## config.mk

```make
export PLATFORM = sky130hd
export DESIGN_NAME = vram_scan_arbiter
export DESIGN_NICKNAME = d
export VERILOG_FILES = /design/src/rtl/vram_scan_arbiter_pkg.sv /design/src/rtl/vram_addr_gen.sv /design/src/rtl/vram_scan_arbiter.sv
export SDC_FILE = /design/constraint.sdc
export NUM_CORES = 1
export LEC_CHECK = 0
export ABC_AREA = 1
export CAP_MARGIN = 20
export CELL_PAD_IN_SITES_DETAIL_PLACEMENT = 1
export CELL_PAD_IN_SITES_GLOBAL_PLACEMENT = 2
export CORE_MARGIN = 10
export CORE_UTILIZATION = 35
export DETAILED_ROUTE_END_ITERATION = 12
export DONT_BUFFER_PORTS = 1
export HOLD_SLACK_MARGIN = 0.15
export PLACE_DENSITY_LB_ADDON = 0.1
export SYNTH_ARGS = -nofsm -noshare
export SYNTH_HDL_FRONTEND = slang
export SYNTH_SLANG_ARGS = --single-unit
```

## constraint.sdc

```tcl
create_clock -name clk_25mhz -period 2 [get_ports clk_25mhz]
set_input_delay 0.4 -clock clk_25mhz [delete_from_list [all_inputs] [get_ports clk_25mhz]]
set_output_delay 0.4 -clock clk_25mhz [all_outputs]
set_load 0.03 [all_outputs]
```

## src/rtl/vram_scan_arbiter_pkg.sv

```systemverilog
// vram_scan_arbiter_pkg: port-owner states and screen/image defaults
package vram_scan_arbiter_pkg;
  typedef enum logic [1:0] {S_IDLE, S_DISP, S_WR} owner_e;
  localparam int SCR_W = 640;
  localparam int SCR_H = 480;
  localparam int IMG_W_DEF = 1024;
  localparam int IMG_H_DEF = 480;
  localparam int PIX_W_DEF = 12;
endpackage

```

## src/rtl/vram_addr_gen.sv

```systemverilog
// vram_addr_gen: scroll-aware, column-wrapping VRAM read address
module vram_addr_gen import vram_scan_arbiter_pkg::*; #(
  parameter int IMG_W = IMG_W_DEF,
  parameter int ADDR_W = 19
) (
  input  logic [9:0]        disp_x,
  input  logic [9:0]        disp_y,
  input  logic [9:0]        scroll_cur,
  output logic [ADDR_W-1:0] addr
);
  localparam int XW = $clog2(IMG_W);
  logic [10:0] col;
  // Row times image width is a shift; the 11-bit column sum wraps at the image edge
  always_comb begin
    col = ({1'b0, disp_x} + {1'b0, scroll_cur}) & 11'(IMG_W - 1);
    addr = (ADDR_W'(disp_y) << XW) + ADDR_W'(col);
  end
endmodule

```

## src/rtl/vram_scan_arbiter.sv

```systemverilog
// vram_scan_arbiter: shares one VRAM port between scan-out reads and blanking writes
module vram_scan_arbiter import vram_scan_arbiter_pkg::*; #(
  parameter int IMG_W = IMG_W_DEF,
  parameter int IMG_H = IMG_H_DEF,
  parameter int ADDR_W = 19,
  parameter int PIX_W = PIX_W_DEF
) (
  input  logic              clk_25mhz,
  input  logic              Rst_n,
  input  logic              disp_pre,
  input  logic [9:0]        disp_x,
  input  logic [9:0]        disp_y,
  input  logic              vblank,
  input  logic [9:0]        scroll_in,
  input  logic              wr_req,
  input  logic [ADDR_W-1:0] wr_addr,
  input  logic [PIX_W-1:0]  wr_data,
  output logic              wr_gnt,
  output logic [ADDR_W-1:0] vram_addr,
  output logic              vram_we,
  output logic [PIX_W-1:0]  vram_wdata,
  input  logic [PIX_W-1:0]  vram_rdata,
  output logic [PIX_W-1:0]  pix_rgb,
  output logic              pix_vld,
  output logic [9:0]        scroll_cur,
  output logic [15:0]       wr_stall_cnt
);
  localparam logic [9:0] SCROLL_MASK = 10'(IMG_W - 1);
  if (IMG_W * IMG_H > (1 << ADDR_W)) begin : g_size_check
    $error("vram_scan_arbiter: IMG_W*IMG_H exceeds the VRAM address space");
  end
  owner_e state, state_nxt;
  logic [ADDR_W-1:0] disp_addr, addr_nxt;
  logic vblank_q, rd_vld;
  vram_addr_gen #(.IMG_W(IMG_W), .ADDR_W(ADDR_W)) u_addr_gen (
    .disp_x(disp_x),
    .disp_y(disp_y),
    .scroll_cur(scroll_cur),
    .addr(disp_addr)
  );
  assign wr_gnt = wr_req && !disp_pre;
  assign vram_we = (state == S_WR);
  // Next owner and address: display always wins, idle keeps the last address
  always_comb begin
    state_nxt = disp_pre ? S_DISP : wr_req ? S_WR : S_IDLE;
    addr_nxt = disp_pre ? disp_addr : wr_req ? wr_addr : vram_addr;
  end
  // Owner state register and registered port command
  always_ff @(posedge clk_25mhz or negedge Rst_n) begin
    if (!Rst_n) begin
      state <= S_IDLE;
      vram_addr <= '0;
      vram_wdata <= '0;
    end else begin
      state <= state_nxt;
      vram_addr <= addr_nxt;
      if (wr_gnt) vram_wdata <= wr_data;
    end
  end
  // Read data arrives the cycle after a display access and is registered out
  always_ff @(posedge clk_25mhz or negedge Rst_n) begin
    if (!Rst_n) begin
      rd_vld <= 1'b0;
      pix_vld <= 1'b0;
      pix_rgb <= '0;
    end else begin
      rd_vld <= (state == S_DISP);
      pix_vld <= rd_vld;
      pix_rgb <= rd_vld ? vram_rdata : '0;
    end
  end
  // Scroll changes only on the vblank rising edge so a frame never tears
  always_ff @(posedge clk_25mhz or negedge Rst_n) begin
    if (!Rst_n) begin
      vblank_q <= 1'b0;
      scroll_cur <= '0;
    end else begin
      vblank_q <= vblank;
      if (vblank && !vblank_q) scroll_cur <= scroll_in & SCROLL_MASK;
    end
  end
  // Saturating count of cycles a writer waited on the display
  always_ff @(posedge clk_25mhz or negedge Rst_n) begin
    if (!Rst_n) wr_stall_cnt <= '0;
    else if (wr_req && !wr_gnt && wr_stall_cnt != 16'hFFFF) wr_stall_cnt <= wr_stall_cnt + 16'd1;
  end
endmodule

```

======== Yosys cells after proc, flatten, opt, wreduce, memory -nomap -nowiden ========
Index checks and enable logic that the tools add are counted.
word-level totals
  flip-flop bits (word level) ............. 74
  latch bits .............................. 0
  memory bits (writable) .................. 0
  bits in read-only memories .............. 0
  input port bits ......................... 78
  output and inout bits ................... 72
  logic and storage cells ................. 28
  memories kept ........................... 0
operators by class
  add/subtract/negate cells ............... 3
  multipliers ............................. 0
  div/mod/pow operators ................... 0
  magnitude comparators ................... 0
  equality and inequality tests ........... 3
  shifts and indexed selects .............. 0
  muxes and demuxes ....................... 5
  bitwise logic cells ..................... 0
  reduce and logical (&&, ||, !) cells .... 8
operators with widths
  cell                                                                    number
  19-bit 2-to-1 mux                                                       2
  19-bit by 10-bit adder with 19-bit output                               1
  16-bit by 1-bit adder with 16-bit output (second input constant)        1
  16-bit inequality test (second input constant)                          1
  12-bit 2-to-1 mux                                                       1
  10-bit adder                                                            1
  1-bit logical AND                                                       4
  2-bit 2-to-1 mux                                                        2
  1-bit logical NOT                                                       3
  2-bit by 1-bit equality test with 1-bit output (second input constant)  1
  2-bit equality test (second input constant)                             1
  2-bit nonzero test                                                      1

======== Logic depth before layout (Yosys ltp) ========
Gate-level depths: netlist of run 1.
  depth in word-level cells ............... 5
  mapped depth ............................ 11
  depth with buffers taken out ............ 11

======== Hierarchy ========
Synthesis of run 1 repeated with hierarchy kept, for this count alone.
unflattened totals
  cells, all modules ...................... 471
  area total of the unflattened synthesis .. 3734.8 um2
modules (own cells, without submodules)
  module             times used  cells an instance  area each (um2)  sequential area each (um2)
  vram_scan_arbiter  1           377                3198.1           1851.8
  vram_addr_gen      1           94                 536.8            0.0

======== Least setup slack after synthesis of run 1 ========
No wires, ideal clock.
  path kind ............................... register to register
  from .................................... register scroll_cur[0]
  to ...................................... register vram_addr[6]
  library setup time ...................... 118 ps
  data arrival time ....................... 1664 ps
  data required time ...................... 1882 ps
  setup slack ............................. 218 ps
  stages on the path, launching flop included .. 12
  path buffers ............................ 0
  clock period less this slack ............ 1782 ps
  cells stage by stage .................... dfrtp_1 > ha_1 > inv_1 > fa_1 > inv_1 > nand3_1 > nand2_1 > nand3_1 > nand2_1 > nand2_1 > nand3_1 > nand2_1
between the ends
  longest elaborated chain between the ends .. 3
ends and longest elaborated chain
  item                                       RTL line                 source
  start, declared                            vram_scan_arbiter.sv:25  output logic [9:0] scroll_cur,
  start signal, assigned                     vram_scan_arbiter.sv:79  if (vblank && !vblank_q) scroll_cur <= scroll_in & SCROLL_MASK;
  10-bit adder                               vram_addr_gen.sv:15      col = ({1'b0, disp_x} + {1'b0, scroll_cur}) & 11'(IMG_W - 1);
  19-bit by 10-bit adder with 19-bit output  vram_addr_gen.sv:16      addr = (ADDR_W'(disp_y) << XW) + ADDR_W'(col);
  19-bit 2-to-1 mux                          vram_scan_arbiter.sv:46  addr_nxt = disp_pre ? disp_addr : wr_req ? wr_addr : vram_addr;
  end signal, assigned                       vram_scan_arbiter.sv:56  vram_addr <= addr_nxt;
  end, declared                              vram_scan_arbiter.sv:19  output logic [ADDR_W-1:0] vram_addr,
Every way passes these cells.
A chain may end at the register's enable or synchronous reset.

======== Worst setup path in the final report of run 1 ========
Same ends and word-level chain as after synthesis.

==> flow_summary.json, run 1 <==
{
  "outcome": "finished with violations",
  "violations": "hold timing",
  "core_area_um2": 10200,
  "rr_startpoint": "scroll_cur[0]",
  "period_minus_slack_ns": 1.74,
  "num_vias": 3007,
  "dp_hpwl_um": 8130,
  "rsz0062_at_grt": "no",
  "synth-simple-area-share": 0.289,
  "power_density_nw_per_um2": 933,
  "globalRouteOverflowTotal": 0,
  "cts_tree": "done",
  "maxSlewViolCount": 0,
  "worst_slew_pin_slew_ns": 0.631,
  "drtPass1Iterations": 4,
  "setup_viol": 0,
  "cts-root-buf": "clkbuf_8",
  "end_kind": "flip-flop",
  "synth.top_cells.by_area": "dfrtp_1 51%, nand2_1 18%, inv_1 5.1%",
  "synthCells": 432,
  "synth_xor_area_frac": 0.0237,
  "yosysTopAreaCell": "dfrtp_1",
  "first_global_vias": 3390,
  "hold_class": "in -> async",
  "finalHoldViolCount": 74,
  "maxCapViolCount": 0,
  "detail-route-antenna-nets": 0,
  "grt_pass1_wl_um": 18400,
  "critPathLaunchType": "flip-flop",
  "start_util": 0.356,
  "stdcell_area_um2": 4460,
  "cts-hold-fix-buffers": 32,
  "final_common_cell": "nand2_1",
  "insertion_delay_ns": 0.36,
  "core.rowCount": 37,
  "cts_max_path_buffers": 2,
  "slew_headroom": 0.578,
  "die_h_um": 122,
  "cts_sinks": 74,
  "synth_area_um2": 3640,
  "nNetsFinal": 580,
  "gp_congestion": 0.788,
  "final_cell_mix": "173 x nand2_1, 74 x dfrtp_1, 49 x inv_1",
  "htreeDepth": 3,
  "pin_count": 150,
  "finClkSkew_ns": 0.00572,
  "drt_iter0_drc": 129,
  "leakage_nw": 2.28,
  "r2r.worst_path.cells": 11,
  "drcViolationCount": 0,
  "dieArea_um2": 14900,
  "setup.worst_path.start": "scroll_cur[0]",
  "cts.clk_slew.worst_paths_ns": 0.09,
  "ir_worst_vdd_v": 0.000365,
  "fp.dieW_um": 122,
  "synth_top_family_by_area": "simple AND/OR/NAND/NOR gates",
  "reg2reg_to": "vram_addr[6]",
  "grt_antenna_before_repair": 0,
  "post-route-period-util": 0.872,
  "fin_tns_setup_ns": 0,
  "crit_arrival_ns": 2.00,
  "viasPerCell": 4.76,
  "cts_made_buffers": 9,
  "critPathMaxFanout": 4,
  "synth-compound-area-share": 0.0406,
  "required_ns": 2.25,
  "synth-seq-cells": 74,
  "synth_top_area_frac": 0.509,
  "routed_wl_um": 11100,
  "diodes": 0,
  "area_growth_pct": 22.5,
  "worstSetupPathType": "reg -> reg",
  "yosys.cell_types.count": 33,
  "fin_worst_hold_slack_ns": -0.279,
  "synth_fp_nets": 521,
  "ys_seq_area_frac": 0.509,
  "drive_above_1_share": 0.137,
  "placed_area_um2": 3950,
  "synth_mux_area_frac": 0.0279,
  "portBuffers": 0,
  "reg2reg_slack_ns": 0.26,
  "synth_adder_area_share": 0.0399,
  "post_cts_buffers": 0,
  "fmax_mhz": 573,
  "synth.avg_cell_area_um2": 8.42,
  "wl_per_cell_um": 17.5,
  "grt_start_max_net_pins": 75,
  "synth_warnings": 0,
  "track_usage": 0.157
}
-- area by class of cell --
cell class | count | area (um2)
Tap cell | 136 | 170
Multi-Input combinational cell | 297 | 1540
Clock buffer | 9 | 124
Inverter | 50 | 190
Sequential cell | 74 | 1850
Timing Repair Buffer | 59 | 523
Fill cell | 1222 | 5770
Clock inverter | 7 | 60.1
-- critical path, stage by stage (launching register included) --
cell and delay [ns]:
dfrtp_1 0.36, ha_2 0.23, inv_1 0.07, fa_1 0.35, inv_1 0.09, nand3_1 0.07, nand2_1 0.14, nand3_1 0.11
nand2_1 0.07, nand2_1 0.05, nand3_1 0.06, nand2_1 0.05
-- kinds of logic (layout without fill, tap and decap cells) --
group / Yosys count / after routing
simple gates: 244 / 244
xor+xnor: 9 / 9
buf+inv: 61 / 125
mux: 9 / 9
flops: 74 / 74
fa+ha+maj: 11 / 11
compound gates: 24 / 24
-- synth_stat cells (all sizes together) --
cell type  number
nand3b          7
inv            50
nand3          34
a21oi           8
xor2            7
o21a            1
fa              1
nand2         174
mux2            9
o211ai          1
nand4           3
nor3            4
clkbuf          2
buf             9
a22o            4
ha             10
nor2           22
dfrtp          74
xnor2           2
o21ai          10
-- stage by stage --
| stage | instances | hold slack (ns) | worst slack (ns) | util | total power, mW |
|---|---|---|---|---|---|
| final | 632 | -0.279 | 0.256 | 0.436 | 4.16 |
| after floorplan | 432 | 0.104 | 0.218 | - | 2.72 |
| after global placement | 584 | 0.107 | 0.202 | 0.386 | 3.01 |
| after CTS | 632 | -0.300 | 0.208 | 0.435 | 4.23 |
| after global routing | 632 | -0.305 | 0.0231 | 0.436 | 4.43 |
| after detailed placement | 584 | 0.108 | 0.176 | 0.386 | 3.04 |
-- routing by layer --
metal  wire (um)  part of all wire  vias up  GRT usage
li1            -                 -     1463          -
met1        4490              0.41     1433      0.181
met2        5120              0.46      101      0.245
met3        1290              0.12       10     0.0772
met4         171             0.015        0     0.0581
met5           0                 0        -          0
-- sequential cells by signal, summed over array words and instances (netlist names) --
| name | cells |
|---|---|
| vram_addr | 19 |
| vblank_q | 1 |
| pix_rgb | 12 |
| wr_stall_cnt | 16 |
| state | 2 |
| scroll_cur | 10 |
| vram_wdata | 12 |
| rd_vld | 1 |
| pix_vld | 1 |
-- worst max path at each step --
stage / endpoint / cells past startpoint
5_1_grt: vram_addr[6] / 11
6_report: vram_addr[6] / 11
3_3_place_gp: vram_addr[6] / 11
3_5_place_dp: vram_addr[6] / 11
2_1_floorplan: vram_addr[6] / 11
4_1_cts: vram_addr[6] / 11
-- what timing repair did --
action                                  4_1_cts  5_1_grt
endpoints found under the hold margin       106       74
endpoints found under the setup margin        0        1
resized for setup                             0        1
-- power breakdown --
part           leakage, nW  switching, mW  total, mW  internal [mW]
Combinational         1.27          0.582      0.968          0.386
Clock               0.0908          0.650       1.12          0.470
Sequential           0.926          0.385       2.07           1.68
Total                 2.28           1.62       4.16           2.54
Note: power is estimated with default switching activity, not from simulation.
==> inputs of run 2 (changes only) <==
--- a/config.mk
+++ b/config.mk
@@ -9,7 +9,7 @@
 export CAP_MARGIN = 20
 export CELL_PAD_IN_SITES_DETAIL_PLACEMENT = 1
 export CELL_PAD_IN_SITES_GLOBAL_PLACEMENT = 2
-export CORE_MARGIN = 10
+export CORE_MARGIN = 3
 export CORE_UTILIZATION = 35
 export DETAILED_ROUTE_END_ITERATION = 12
 export DONT_BUFFER_PORTS = 1
==> run 2 against run 1 <==
Compared with the run above:
- the flow still finishes with violations (hold timing)
- sequential power about the same
- hold slack improved by 0.021 ns
- first-iteration DRC count decreased by 28%
- critical path type unchanged
- critical endpoint unchanged
- largest cell class unchanged
- global-route usage is 1.9 points higher
==> flow_summary.json, run 2 (synthesis gave the netlist of run 1 again) <==
{
  "outcome": "finished with violations",
  "violations": "hold timing",
  "placed_area_um2": 3940,
  "fp.dieW_um": 108,
  "gp_congestion": 0.772,
  "start_util": 0.366,
  "required_ns": 2.24,
  "routed_wl_um": 9790,
  "post_cts_buffers": 0,
  "slew_headroom": 0.593,
  "die_h_um": 108,
  "drive_above_1_share": 0.139,
  "first_global_vias": 3276,
  "power_density_nw_per_um2": 951,
  "leakage_nw": 2.22,
  "area_growth_pct": 18.6,
  "rsz0062_at_grt": "no",
  "core.rowCount": 36,
  "crit_arrival_ns": 2.00,
  "largest_reg_flops": 19,
  "cts-root-buf": "clkbuf_8",
  "worst_slew_pin_slew_ns": 0.608,
  "stdcell_area_um2": 4310,
  "cts_tree": "done",
  "detail-route-antenna-nets": 0,
  "wl_per_cell_um": 15.9,
  "viasPerCell": 4.81,
  "cts_sinks": 74,
  "pin_count": 150,
  "final_cell_mix": "173 x nand2_1, 74 x dfrtp_1, 49 x inv_1",
  "top_usage_layer": "met2",
  "maxSlewViolCount": 0,
  "cts.clk_slew.worst_paths_ns": 0.09,
  "grtUsageMet1": 0.222,
  "fillers": 1210,
  "grt_pass1_wl_um": 16300,
  "grt_antenna_before_repair": 0,
  "final_common_cell": "nand2_1",
  "track_usage": 0.176,
  "portBuffers": 0,
  "use_met2": 0.288,
  "hold_class": "in -> async",
  "fmax_mhz": 567,
  "dp_hpwl_um": 7240,
  "regMostFlops": "vram_addr",
  "end_kind": "flip-flop",
  "reg.largest.list": "vram_addr (19), wr_stall_cnt (16)",
  "drtPass1Iterations": 4,
  "grt_start_max_net_pins": 75,
  "cts_made_buffers": 9,
  "dieArea_um2": 11700,
  "globalRouteOverflowTotal": 0,
  "maxCapViolCount": 0,
  "fin_worst_hold_slack_ns": -0.258,
  "drt_iter0_drc": 93,
  "post-route-period-util": 0.881,
  "insertion_delay_ns": 0.34,
  "period_minus_slack_ns": 1.76,
  "grt_util_met3": 0.0609,
  "critPathLaunchType": "flip-flop",
  "core_area_um2": 9950,
  "ir_worst_vdd_v": 0.000416,
  "critPathMaxFanout": 4,
  "drcViolationCount": 0,
  "nNetsFinal": 566,
  "num_vias": 2959,
  "final_core_util": 0.433,
  "worstSetupPathType": "reg -> reg",
  "setup_viol": 0,
  "finClkSkew_ns": 0.00722,
  "cts_max_path_buffers": 2,
  "fin_tns_setup_ns": 0,
  "setup.worst_path.start": "scroll_cur[0]",
  "finalHoldViolCount": 74,
  "diodes": 0,
  "rr_startpoint": "scroll_cur[0]",
  "htreeDepth": 3
}
## run 2: changes by cell type in the layout (fill, tap and decap cells not counted)
cell	before	now
buf_4	27	26
inv_6	3	4
clkinvlp_4	1	2
dlygate4sd3_1	32	19
clkinv_4	3	1
## run 2: cell type report
cell class / instances / area [um2] / area share
clock buffers: 9 / 124 / 0.0287
clock inverters: 7 / 58.8 / 0.0136
inverters: 50 / 190 / 0.0441
multi-input cells: 297 / 1540 / 0.356
flip-flops and latches: 74 / 1850 / 0.429
well taps: 133 / 166 / 0.0386
repair buffers: 45 / 385 / 0.0893
## run 2: worst paths after layout
path / end / slack (ns) / cells past startpoint
max reg2reg: vram_addr[6] / 0.24 / 11
min in group clk_25mhz: vram_addr[16] / 0.17 / 2
min: scroll_cur[6] / -0.26 / 0
min reg2reg: rd_vld / 0.42 / 1
max: vram_addr[6] / 0.24 / 11
max in group asynchronous: wr_stall_cnt[12] / 2.14 / 0
## run 2: worst max-delay path: stages (launching register included)
cell     delay, ns
dfrtp_1       0.36
ha_2          0.21
inv_1         0.05
fa_1          0.36
inv_1         0.10
nand3_1       0.07
nand2_1       0.13
nand3_1       0.11
nand2_1       0.08
nand2_1       0.05
nand3_1       0.07
nand2_1       0.05
## run 2: where the power goes
part / leakage (nW) / switching (mW) / internal (mW) / total [mW]
Clock: 0.0872 / 0.629 / 0.470 / 1.10
Combinational: 1.21 / 0.561 / 0.364 / 0.925
Sequential: 0.926 / 0.394 / 1.68 / 2.08
## run 2: repair_timing
| item | 4_1_cts | 5_1_grt |
|---|---|---|
| hold buffers | 18 | 1 |
| gates resized for setup | 0 | 1 |
| endpoints found under the setup margin | 0 | 1 |
| endpoints found under the hold margin | 92 | 75 |
## run 2: layer usage
metal  vias up  share of wire
met2        95           0.48
met3         9          0.083
met1      1418           0.43
met5         -              0
met4         0         0.0093
li1       1437              -
## run 2: stage by stage
| step | setup slack (ns) | cells | hold WS (ns) | power [mW] |
|---|---|---|---|---|
| global route | 0.0230 | 615 | -0.295 | 4.37 |
| global placement | 0.224 | 580 | 0.107 | 2.98 |
| floorplan | 0.218 | 432 | 0.104 | 2.72 |
| finish | 0.237 | 615 | -0.258 | 4.10 |
| detailed placement | 0.190 | 580 | 0.106 | 3.01 |
| CTS | 0.193 | 614 | -0.285 | 4.17 |
==> inputs of run 3 (changes only) <==
--- a/config.mk
+++ b/config.mk
@@ -9,12 +9,13 @@
 export CAP_MARGIN = 20
 export CELL_PAD_IN_SITES_DETAIL_PLACEMENT = 1
 export CELL_PAD_IN_SITES_GLOBAL_PLACEMENT = 2
-export CORE_MARGIN = 3
+export CORE_MARGIN = 5
 export CORE_UTILIZATION = 35
 export DETAILED_ROUTE_END_ITERATION = 12
 export DONT_BUFFER_PORTS = 1
 export HOLD_SLACK_MARGIN = 0.15
 export PLACE_DENSITY_LB_ADDON = 0.1
+export RECOVER_POWER = 50
 export SYNTH_ARGS = -nofsm -noshare
 export SYNTH_HDL_FRONTEND = slang
 export SYNTH_SLANG_ARGS = --single-unit
==> run 3 against run 2 <==
Compared with the run above:
- the flow still finishes with violations (hold timing)
- clock power up 14%
- non-clock buffer count up 2
- critical path depth unchanged
- clock skew up 0.0024 ns
- largest power group unchanged
- highest routed layer unchanged
==> flow_summary.json, run 3 (synthesis gave the netlist of run 1 again) <==
{
  "setup_viol": 0,
  "cts_made_buffers": 9,
  "critPathMaxFanout": 4,
  "cts_sinks": 74,
  "maxSlewViolCount": 0,
  "critPathMostFrequentCell": "nand2_1",
  "final_core_util": 0.425,
  "worst_slew_pin_slew_ns": 0.680,
  "portBuffers": 0,
  "cts.clk_slew.worst_paths_ns": 0.09,
  "maxCapViolCount": 0,
  "outcome": "finished with violations",
  "leakage_nw": 2.24,
  "cts-root-buf": "clkbuf_8",
  "globalRouteOverflowTotal": 0,
  "slew_headroom": 0.545,
  "grt_antenna_before_repair": 0,
  "setup.worst_path.start": "scroll_cur[0]",
  "fin_tns_setup_ns": 0,
  "die_h_um": 112,
  "cts_max_path_buffers": 2,
  "fin_worst_hold_slack_ns": -0.262,
  "rr_startpoint": "scroll_cur[0]",
  "area_growth_pct": 19.4,
  "htreeDepth": 3,
  "period_minus_slack_ns": 1.74,
  "drtPass1Iterations": 4,
  "final_cell_mix": "173 x nand2_1, 74 x dfrtp_1, 49 x inv_1",
  "grt_pass1_wl_um": 16800,
  "track_usage": 0.167,
  "pin_count": 150,
  "core.rowCount": 37,
  "hold_class": "in -> async",
  "fillers": 1235,
  "required_ns": 2.24,
  "drive_above_1_share": 0.136,
  "diodes": 0,
  "viasPerCell": 4.75,
  "dp_hpwl_um": 7490,
  "drt_iter0_drc": 67,
  "regMostFlops": "vram_addr",
  "dieArea_um2": 12500,
  "num_vias": 2944,
  "start_util": 0.356,
  "worstSetupPathType": "reg -> reg",
  "critPathLaunchType": "flip-flop",
  "max_stage_delay_ns": 0.36,
  "reg.largest.list": "vram_addr (19), wr_stall_cnt (16)",
  "slowest_stage": "dfrtp_1",
  "crit_arrival_ns": 1.98,
  "detail-route-antenna-nets": 0,
  "gp_congestion": 0.710,
  "post_cts_buffers": 0,
  "cts_tree": "done",
  "insertion_delay_ns": 0.35,
  "final_common_cell": "nand2_1",
  "drcViolationCount": 0,
  "largest_reg_flops": 19,
  "routed_wl_um": 10200,
  "post-route-period-util": 0.872,
  "path_cells": "ha_1, inv_1, fa_1, inv_1, nand3_1, nand2_1, nand3_1, nand2_1, nand2_1, nand3_1, nand2_1",
  "grt_start_max_net_pins": 75,
  "end_kind": "flip-flop",
  "finClkSkew_ns": 0.00959,
  "nNetsFinal": 568,
  "ir_worst_vdd_v": 0.000406,
  "rsz0062_at_grt": "no",
  "fmax_mhz": 573,
  "power_density_nw_per_um2": 979,
  "first_global_vias": 3239,
  "finalHoldViolCount": 74,
  "violations": "hold timing",
  "core_area_um2": 10200,
  "fp.dieW_um": 112,
  "wl_per_cell_um": 16.5
}
==> run 3: repair_timing <==
item / CTS / global route
gates resized for setup: 0 / 0
hold buffers: 18 / 1
endpoints found under the hold margin: 92 / 75
==> run 3: layout make-up <==
class | count | area (um2) | share of cell area
flip-flops and latches | 74 | 1850 | 0.426
multi-input cells | 297 | 1530 | 0.352
clock buffers | 9 | 124 | 0.0285
clock inverters | 7 | 83.8 | 0.0193
inverters | 50 | 190 | 0.0438
repair buffers | 47 | 397 | 0.0913
well taps | 136 | 170 | 0.0392
==> run 3: worst paths after layout <==
path / end / slack [ns] / depth (start not counted)
setup / recovery: vram_addr[6] / 0.26 / 11
hold / removal: vram_addr[7] / -0.26 / 0
setup reg to reg: vram_addr[6] / 0.26 / 11
hold reg to reg: rd_vld / 0.42 / 1
max in group asynchronous: pix_rgb[3] / 2.12 / 0
min in group clk_25mhz: vram_wdata[2] / 0.17 / 2
==> run 3: where the power goes <==
group / switching (mW) / leakage [nW] / internal (mW) / total, mW
Sequential: 0.394 / 0.926 / 1.68 / 2.08
Clock: 0.646 / 0.103 / 0.601 / 1.25
Combinational: 0.562 / 1.22 / 0.366 / 0.928
==> run 3: stage by stage <==
step	instance area (um2)	setup slack (ns)	power, mW	std cells
after CTS	4350	0.235	4.32	619
after global routing	4340	0.0405	4.51	620
after floorplan	3640	0.218	2.72	432
after detailed placement	3960	0.195	3.02	585
final	4340	0.256	4.25	620
after global placement	3960	0.250	2.99	585
==> run 3: routing by layer <==
metal	wire length, um	up-vias	global-route usage
li1	-	1443	-
met1	4410	1400	0.203
met2	4700	95	0.269
met3	1030	6	0.0793
met4	89	0	0.0433
met5	0	-	0
==> run 3: worst max-delay path, delay by kind of cell, from the launching register on <==
family | cells | cell delay [ns]
DFF | 1 | 0.36
adders and majority gates | 2 | 0.57
buffers and inverters | 2 | 0.17
and+or+nand+nor | 7 | 0.54
